<file path="src/rtl/hazard_ctrl_if.sv">
// hazard_ctrl_if: pipeline-side signal bundle of the hazard controller
interface hazard_ctrl_if #(
    parameter int RFIDX_WIDTH = 5,
    parameter int NUM_SRC     = 2,
    parameter int CNT_WIDTH   = 32
);
    logic [NUM_SRC*RFIDX_WIDTH-1:0] rs_d;
    logic [NUM_SRC-1:0]             rs_used_d;
    logic [NUM_SRC*RFIDX_WIDTH-1:0] rs_e;
    logic [RFIDX_WIDTH-1:0]         rd_e;
    logic                           regwrite_e;
    logic                           memtoreg_e;
    logic                           mdu_start_e;
    logic                           redirect_e;
    logic [RFIDX_WIDTH-1:0]         rd_m;
    logic                           regwrite_m;
    logic                           memwrite_m;
    logic [RFIDX_WIDTH-1:0]         rs2_m;
    logic [RFIDX_WIDTH-1:0]         rd_w;
    logic                           regwrite_w;
    logic [2*NUM_SRC-1:0]           fwd_sel_e;
    logic                           fwd_store_m;
    logic                           stall_f;
    logic                           stall_d;
    logic                           stall_e;
    logic                           flush_d;
    logic                           flush_e;
    logic                           mdu_busy;
    logic [CNT_WIDTH-1:0]           stall_cycles;

    modport master (
        output rs_d, rs_used_d, rs_e, rd_e, regwrite_e, memtoreg_e, mdu_start_e, redirect_e,
               rd_m, regwrite_m, memwrite_m, rs2_m, rd_w, regwrite_w,
        input  fwd_sel_e, fwd_store_m, stall_f, stall_d, stall_e, flush_d, flush_e,
               mdu_busy, stall_cycles
    );

    modport slave (
        input  rs_d, rs_used_d, rs_e, rd_e, regwrite_e, memtoreg_e, mdu_start_e, redirect_e,
               rd_m, regwrite_m, memwrite_m, rs2_m, rd_w, regwrite_w,
        output fwd_sel_e, fwd_store_m, stall_f, stall_d, stall_e, flush_d, flush_e,
               mdu_busy, stall_cycles
    );
endinterface

</file>
<file path="src/rtl/hazard_ctrl.sv">
// hazard_ctrl: operand forwarding, load-use/redirect/MDU stalls and flushes, stall-cycle counter
module hazard_ctrl #(
    parameter int RFIDX_WIDTH = 5,
    parameter int NUM_SRC     = 2,
    parameter int MDU_LAT     = 4,
    parameter int CNT_WIDTH   = 32
) (
    input logic          clk,
    input logic          reset,
    hazard_ctrl_if.slave bus
);
    typedef enum logic {IDLE, BUSY} state_t;

    localparam logic       MDU_STALL = MDU_LAT > 1;
    localparam logic       MDU_LONG  = MDU_LAT > 2;
    localparam logic [3:0] CNT_INIT  = 4'(MDU_LAT - 2);

    state_t               state, state_n;
    logic [3:0]           cnt, cnt_n;
    logic [NUM_SRC-1:0]   lu_src;
    logic [2*NUM_SRC-1:0] fwd;
    logic                 lu, stall_mdu;
    logic [CNT_WIDTH-1:0] stall_cnt;

    for (genvar i = 0; i < NUM_SRC; i++) begin : g_src
        logic [RFIDX_WIDTH-1:0] rs;
        logic                   mhit, whit;
        assign rs            = bus.rs_e[i*RFIDX_WIDTH +: RFIDX_WIDTH];
        assign mhit          = bus.regwrite_m && bus.rd_m != '0 && bus.rd_m == rs;
        assign whit          = bus.regwrite_w && bus.rd_w != '0 && bus.rd_w == rs;
        assign fwd[2*i +: 2] = mhit ? 2'b10 : whit ? 2'b01 : 2'b00;
        assign lu_src[i]     = bus.rs_used_d[i] && bus.rs_d[i*RFIDX_WIDTH +: RFIDX_WIDTH] == bus.rd_e;
    end

    assign lu              = bus.memtoreg_e && bus.regwrite_e && bus.rd_e != '0 && |lu_src;
    assign bus.fwd_sel_e   = fwd;
    assign bus.fwd_store_m = bus.memwrite_m && bus.regwrite_w && bus.rd_w != '0 && bus.rd_w == bus.rs2_m;

    always_ff @(posedge clk) begin
        if (reset) begin
            state <= IDLE;
            cnt   <= '0;
        end else begin
            state <= state_n;
            cnt   <= cnt_n;
        end
    end

    // the start cycle itself is the first stall cycle, so BUSY only covers MDU_LAT-2 more
    always_comb begin
        state_n = state == BUSY ? (cnt == 4'd1 ? IDLE : BUSY) : (bus.mdu_start_e && MDU_LONG ? BUSY : IDLE);
        cnt_n   = state == BUSY ? cnt - 4'd1 : (bus.mdu_start_e && MDU_LONG ? CNT_INIT : cnt);
    end

    always_comb begin
        stall_mdu    = state == BUSY || (bus.mdu_start_e && MDU_STALL);
        bus.stall_f  = !reset && (stall_mdu || (!bus.redirect_e && lu));
        bus.stall_d  = !reset && (stall_mdu || (!bus.redirect_e && lu));
        bus.stall_e  = !reset && stall_mdu;
        bus.flush_d  = reset || (!stall_mdu && bus.redirect_e);
        bus.flush_e  = reset || (!stall_mdu && (bus.redirect_e || lu));
        bus.mdu_busy = !reset && state == BUSY;
    end

    always_ff @(posedge clk) begin
        if (reset)
            stall_cnt <= '0;
        else if (bus.stall_f && !(&stall_cnt))
            stall_cnt <= stall_cnt + 1'b1;
    end

    assign bus.stall_cycles = stall_cnt;
endmodule

</file>
<file path="src/flat_wrapper.sv">
// flat-port wrapper written by rule: the top's interface ports become plain ports
module hazard_ctrl_flat 
#(
    parameter int RFIDX_WIDTH = 5,
    parameter int NUM_SRC     = 2,
    parameter int MDU_LAT     = 4,
    parameter int CNT_WIDTH   = 32
)
  (clk, reset, bus_rs_d, bus_rs_used_d, bus_rs_e, bus_rd_e, bus_regwrite_e, bus_memtoreg_e, bus_mdu_start_e, bus_redirect_e, bus_rd_m, bus_regwrite_m, bus_memwrite_m, bus_rs2_m, bus_rd_w, bus_regwrite_w, bus_fwd_sel_e, bus_fwd_store_m, bus_stall_f, bus_stall_d, bus_stall_e, bus_flush_d, bus_flush_e, bus_mdu_busy, bus_stall_cycles);
  hazard_ctrl_if #(.RFIDX_WIDTH(RFIDX_WIDTH), .NUM_SRC(NUM_SRC), .CNT_WIDTH(CNT_WIDTH)) bus_i ();
  input logic clk;
  input logic reset;
  input wire logic [$bits(bus_i.rs_d)-1:0] bus_rs_d;
  input wire logic [$bits(bus_i.rs_used_d)-1:0] bus_rs_used_d;
  input wire logic [$bits(bus_i.rs_e)-1:0] bus_rs_e;
  input wire logic [$bits(bus_i.rd_e)-1:0] bus_rd_e;
  input wire logic [$bits(bus_i.regwrite_e)-1:0] bus_regwrite_e;
  input wire logic [$bits(bus_i.memtoreg_e)-1:0] bus_memtoreg_e;
  input wire logic [$bits(bus_i.mdu_start_e)-1:0] bus_mdu_start_e;
  input wire logic [$bits(bus_i.redirect_e)-1:0] bus_redirect_e;
  input wire logic [$bits(bus_i.rd_m)-1:0] bus_rd_m;
  input wire logic [$bits(bus_i.regwrite_m)-1:0] bus_regwrite_m;
  input wire logic [$bits(bus_i.memwrite_m)-1:0] bus_memwrite_m;
  input wire logic [$bits(bus_i.rs2_m)-1:0] bus_rs2_m;
  input wire logic [$bits(bus_i.rd_w)-1:0] bus_rd_w;
  input wire logic [$bits(bus_i.regwrite_w)-1:0] bus_regwrite_w;
  output wire logic [$bits(bus_i.fwd_sel_e)-1:0] bus_fwd_sel_e;
  output wire logic [$bits(bus_i.fwd_store_m)-1:0] bus_fwd_store_m;
  output wire logic [$bits(bus_i.stall_f)-1:0] bus_stall_f;
  output wire logic [$bits(bus_i.stall_d)-1:0] bus_stall_d;
  output wire logic [$bits(bus_i.stall_e)-1:0] bus_stall_e;
  output wire logic [$bits(bus_i.flush_d)-1:0] bus_flush_d;
  output wire logic [$bits(bus_i.flush_e)-1:0] bus_flush_e;
  output wire logic [$bits(bus_i.mdu_busy)-1:0] bus_mdu_busy;
  output wire logic [$bits(bus_i.stall_cycles)-1:0] bus_stall_cycles;
  assign bus_i.rs_d = bus_rs_d;
  assign bus_i.rs_used_d = bus_rs_used_d;
  assign bus_i.rs_e = bus_rs_e;
  assign bus_i.rd_e = bus_rd_e;
  assign bus_i.regwrite_e = bus_regwrite_e;
  assign bus_i.memtoreg_e = bus_memtoreg_e;
  assign bus_i.mdu_start_e = bus_mdu_start_e;
  assign bus_i.redirect_e = bus_redirect_e;
  assign bus_i.rd_m = bus_rd_m;
  assign bus_i.regwrite_m = bus_regwrite_m;
  assign bus_i.memwrite_m = bus_memwrite_m;
  assign bus_i.rs2_m = bus_rs2_m;
  assign bus_i.rd_w = bus_rd_w;
  assign bus_i.regwrite_w = bus_regwrite_w;
  assign bus_fwd_sel_e = bus_i.fwd_sel_e;
  assign bus_fwd_store_m = bus_i.fwd_store_m;
  assign bus_stall_f = bus_i.stall_f;
  assign bus_stall_d = bus_i.stall_d;
  assign bus_stall_e = bus_i.stall_e;
  assign bus_flush_d = bus_i.flush_d;
  assign bus_flush_e = bus_i.flush_e;
  assign bus_mdu_busy = bus_i.mdu_busy;
  assign bus_stall_cycles = bus_i.stall_cycles;
  hazard_ctrl #(.RFIDX_WIDTH(RFIDX_WIDTH), .NUM_SRC(NUM_SRC), .MDU_LAT(MDU_LAT), .CNT_WIDTH(CNT_WIDTH)) u_core (.clk(clk), .reset(reset), .bus(bus_i));
endmodule
</file>
<file path="config.mk">
export PLATFORM = sky130hd
export DESIGN_NAME = hazard_ctrl_flat
export DESIGN_NICKNAME = d
export VERILOG_FILES = /design/src/rtl/hazard_ctrl_if.sv /design/src/rtl/hazard_ctrl.sv /design/src/flat_wrapper.sv
export SDC_FILE = /design/constraint.sdc
export NUM_CORES = 1
export LEC_CHECK = 0
export BUFFER_PORTS_ARGS = -buffer_cell sky130_fd_sc_hd__buf_4
export CAP_MARGIN = 10
export CORE_UTILIZATION = 45
export CTS_BUF_LIST = sky130_fd_sc_hd__clkbuf_2 sky130_fd_sc_hd__clkbuf_4 sky130_fd_sc_hd__clkbuf_8
export DETAILED_ROUTE_END_ITERATION = 7
export PLACE_DENSITY = 0.75
export SETUP_SLACK_MARGIN = 0.02
export SLEW_MARGIN = 20
export SYNTH_ARGS = -nofsm -noshare
export SYNTH_HDL_FRONTEND = slang
export SYNTH_SLANG_ARGS = --single-unit
</file>
<file path="constraint.sdc">
create_clock -name clk -period 4.35 [get_ports clk]
set_input_delay 0.87 -clock clk [delete_from_list [all_inputs] [get_ports clk]]
set_output_delay 0.87 -clock clk [all_outputs]
set_load 0.005 [all_outputs]
</file>
==> metrics.md <==
| Metric | Value |
|---|---|
| Fillers | `489` |
| DRT iter0 DRCs | `roughly 220` |
| Fin. Hold Viols | `0` |
| Period utilization | `72.7%` |
| DRT antenna net count | `0` |
| Syn nets | `345` |
| Int Power | `527 uW` |
| Die W | `75.3 um` |
| Most frequent cells in the layout | `94 x buf_4, 37 x dfxtp_1, 21 x xnor2_1` |
| Cell count after synthesis | `291` |
| Worst Max-Slew Pin Slew | `0.519 ns` |
| Power Dens Cells | `222 nW/um2` |
| Avg Cell Area, Syn | `about 8.3 um2` |
| Yosys Warn Count | `0` |
| WP data required | `3.48 ns` |
| Peak Freq | `316 MHz` |
| First-pass GRT wire length | `10100 um` |
| Core box area | `5140 um2` |
| Unrepaired setup endpoints after global routing | `no` |
| Post-CTS sizing | `0` |
| Max-slew violations | `0` |
| Peak supply drop | `about 0.24 mV` |
| FFs w/ async S/R, synth | `0%` |
| Wire per inst | `around 14 um` |
| DIE AREA | `roughly 5700 um2` |
| Hold buffers post-CTS | `0` |
| Setup TNS | `0 ns` |
| Flops & latches, synth | `37` |
| Hold slack final | `0.496 ns` |
| Maxcap violations | `0` |
| Final-report setup violation count | `0` |
| Ports | `94` |
| Gr ovfl total | `0` |
| DRT Pass-1 Iters | `4` |
| R2R setup slack | `1.94 ns` |
| Layout Nets | `428` |
| Num CTS Buffers | `5` |
| GPL Wtd Cong | `0.860` |
| Starting Density | `47.0%` |
| Largest net degree at the start of global routing | `53` |
| Commonest non-fill, non-tap cell in the layout | `buf_4` |
| Number of synthesized flops with an enable pin | `0` |
| Crit Path Category | `in2out` |
| Critical Path Sink Type | `primary output` |
| Crit-path max FO | `3` |
| CTS Buffer Depth | `2` |
| Worst skew pair latency | `0.29 ns` |
| Share of post-route cells with drive strength above 1 | `30.1%` |
| Reg2reg path depth | `5` |
| I/O Buffers | `93` |
| Gr usage total | `23.0%` |
| LEAKAGE | `0.00126 uW` |
| Htree depth | `2` |
| Clock power frac | `33.7%` |
| Post-detail-place hpwl | `4650 um` |
| Post-Route WL | `6330 um` |
| Hold crit path type | `reg2reg` |
| P_sw | `186 uW` |
| Netlist cell types | `45` |
| # rows | `26` |
| Area growth syn-to-layout | `32.8%` |
| Chip Height | `75.3 um` |
| Data arrival, critical path | `about 2.3 ns` |
| Clk sinks | `37` |
| Reg clk slew, reported paths | `0.07 ns` |
| CTS tree | `built` |
| Crit path time final | `3.16 ns` |
| Switching part of the total power | `a little over a quarter` |
| Crit path launch type | `input port` |
| Vias post-DR | `2527` |
| CP startpoint | `bus_rd_m[1]` |
| DR vias/cell | `5.68` |
| Vias in the first global route | `2266` |
| Post-synthesis cell area | `2410 um2` |
| Post-CTS setup buffer count | `0` |
| Drt drc | `0` |
| Top_reg_cell synth | `dfxtp_1` |
| Comb power frac | `17.3%` |
| Initial antenna violation count | `0` |
| Reg2reg end | `u_core.bus.stall_cycles[31]` |
| Sequential fraction of design power | `between 40% and 50%` |
| Max transition margin | `between 60 and 70%` |
| Root Buffer | `clkbuf_8` |
| Outcome | `finished, final reports clean` |
| Layout Skew | `0.00529 ns` |
| Sequential element share of the synthesized area | `30.7%` |
| Reg-to-reg critical path startpoint | `u_core.bus.stall_cycles[14]` |
| CP endpoint | `bus_fwd_sel_e[0]` |
| Ant. Diodes | `0` |
## kinds of logic (layout without fill, tap and decap cells)
logic type | count (synthesis) | after routing | share of synthesized area, %
AO/OA/AOI/OAI | 63 | 63 | 18.2
XOR/XNOR | 38 | 38 | 13.8
adder cells (fa/ha/maj) | 3 | 3 | 1.55
buffers and inverters | 27 | 111 | 5.03
flip-flops | 37 | 37 | 30.7
multiplexers | 7 | 7 | 3.16
AND/OR/NAND/NOR | 116 | 116 | 27.6
## worst min path at each step
stage | from | end | slack (ns) | depth (start not counted)
global placement | u_core.cnt[3] | u_core.cnt[3] | 0.48 | 1
finish | u_core.cnt[3] | u_core.cnt[3] | 0.50 | 1
CTS | u_core.cnt[3] | u_core.cnt[3] | 0.49 | 1
global route | u_core.cnt[3] | u_core.cnt[3] | 0.53 | 1
detailed placement | u_core.cnt[3] | u_core.cnt[3] | 0.47 | 1
floorplan | u_core.cnt[3] | u_core.cnt[3] | 0.45 | 1
## cell type report
type / count / area (um2) / share of cell area [%]
Multi-Input combinational cell: 227 / 1550 / 48.4
Sequential cell: 37 / 741 / 23.1
Timing Repair Buffer: 94 / 706 / 22.0
Tap cell: 70 / 87.6 / 2.73
Clock buffer: 6 / 76.3 / 2.38
Inverter: 9 / 33.8 / 1.05
Clock inverter: 2 / 10.0 / 0.312
## worst max-delay path, cell delays in order
cell     delay [ns]
buf_4          0.12
or4_1          0.50
o21ai_0        0.22
nor4_1         0.11
nor4_1         0.31
buf_4          0.16
## per-stage QoR
step                      worst slack [ns]  power [uW]  utilization, %  std cells  area [um2]
after global placement                1.22         477            60.7        437        3120
after detailed placement              1.18         480            60.7        437        3120
final                                 1.19         713            62.4        445        3210
after global routing                  1.10         744            62.4        445        3210
after floorplan                       1.50         418               -        291        2410
after CTS                             1.18         716            62.4        445        3210
## registers in the layout, summed over array words and instances (netlist names)
signal	count
u_core.bus.stall_cycles	32
u_core.cnt	4
u_core.state	1
## metal layers
| metal | track usage [%] | up-vias | routed length, um |
|---|---|---|---|
| li1 | - | 1263 | - |
| met1 | 29.1 | 1187 | 2960 |
| met2 | 39.6 | 63 | 3040 |
| met3 | 3.61 | 14 | 247 |
| met4 | 8.02 | 0 | 87 |
| met5 | 0 | - | 0 |
## power by group through the flow
| stage | Combinational [uW] | Sequential (uW) | Clock [uW] |
|---|---|---|---|
| 4_1_cts | 124 | 349 | 243 |
| 5_1_grt | 135 | 350 | 259 |
| 6_report | 124 | 349 | 241 |
| 2_1_floorplan | 63.7 | 354 | 0 |
| 3_3_place_gp | 121 | 356 | 0 |
| 3_5_place_dp | 124 | 356 | 0 |
## synth_stat cells, types with 2 or more instances
master	count	area [um2]
nand2_1	17	63.8
a21oi_1	16	80.1
a211oi_1	2	15.0
buf_2	7	35.0
o21ai_0	7	35.0
nand3_1	17	85.1
nor2b_1	5	31.3
nor3_1	3	15.0
and3_1	2	12.5
inv_1	9	33.8
o41ai_1	7	61.3
or3_1	5	31.3
and4_1	6	52.6
nor2_1	19	71.3
or4_1	11	82.6
o31ai_1	8	60.1
o31a_1	5	43.8
clkbuf_1	5	18.8
ha_1	3	37.5
mux2i_1	2	20.0
nand4_1	8	50.1
xnor2_1	21	184
dfxtp_1	37	741
buf_4	3	22.5
buf_1	3	11.3
nor4_1	13	81.3
o21a_1	6	45.0
xor2_1	17	149
o311ai_0	6	52.6
or2_2	2	12.5
mux2_2	5	56.3
(Power assumes the default switching activity.)
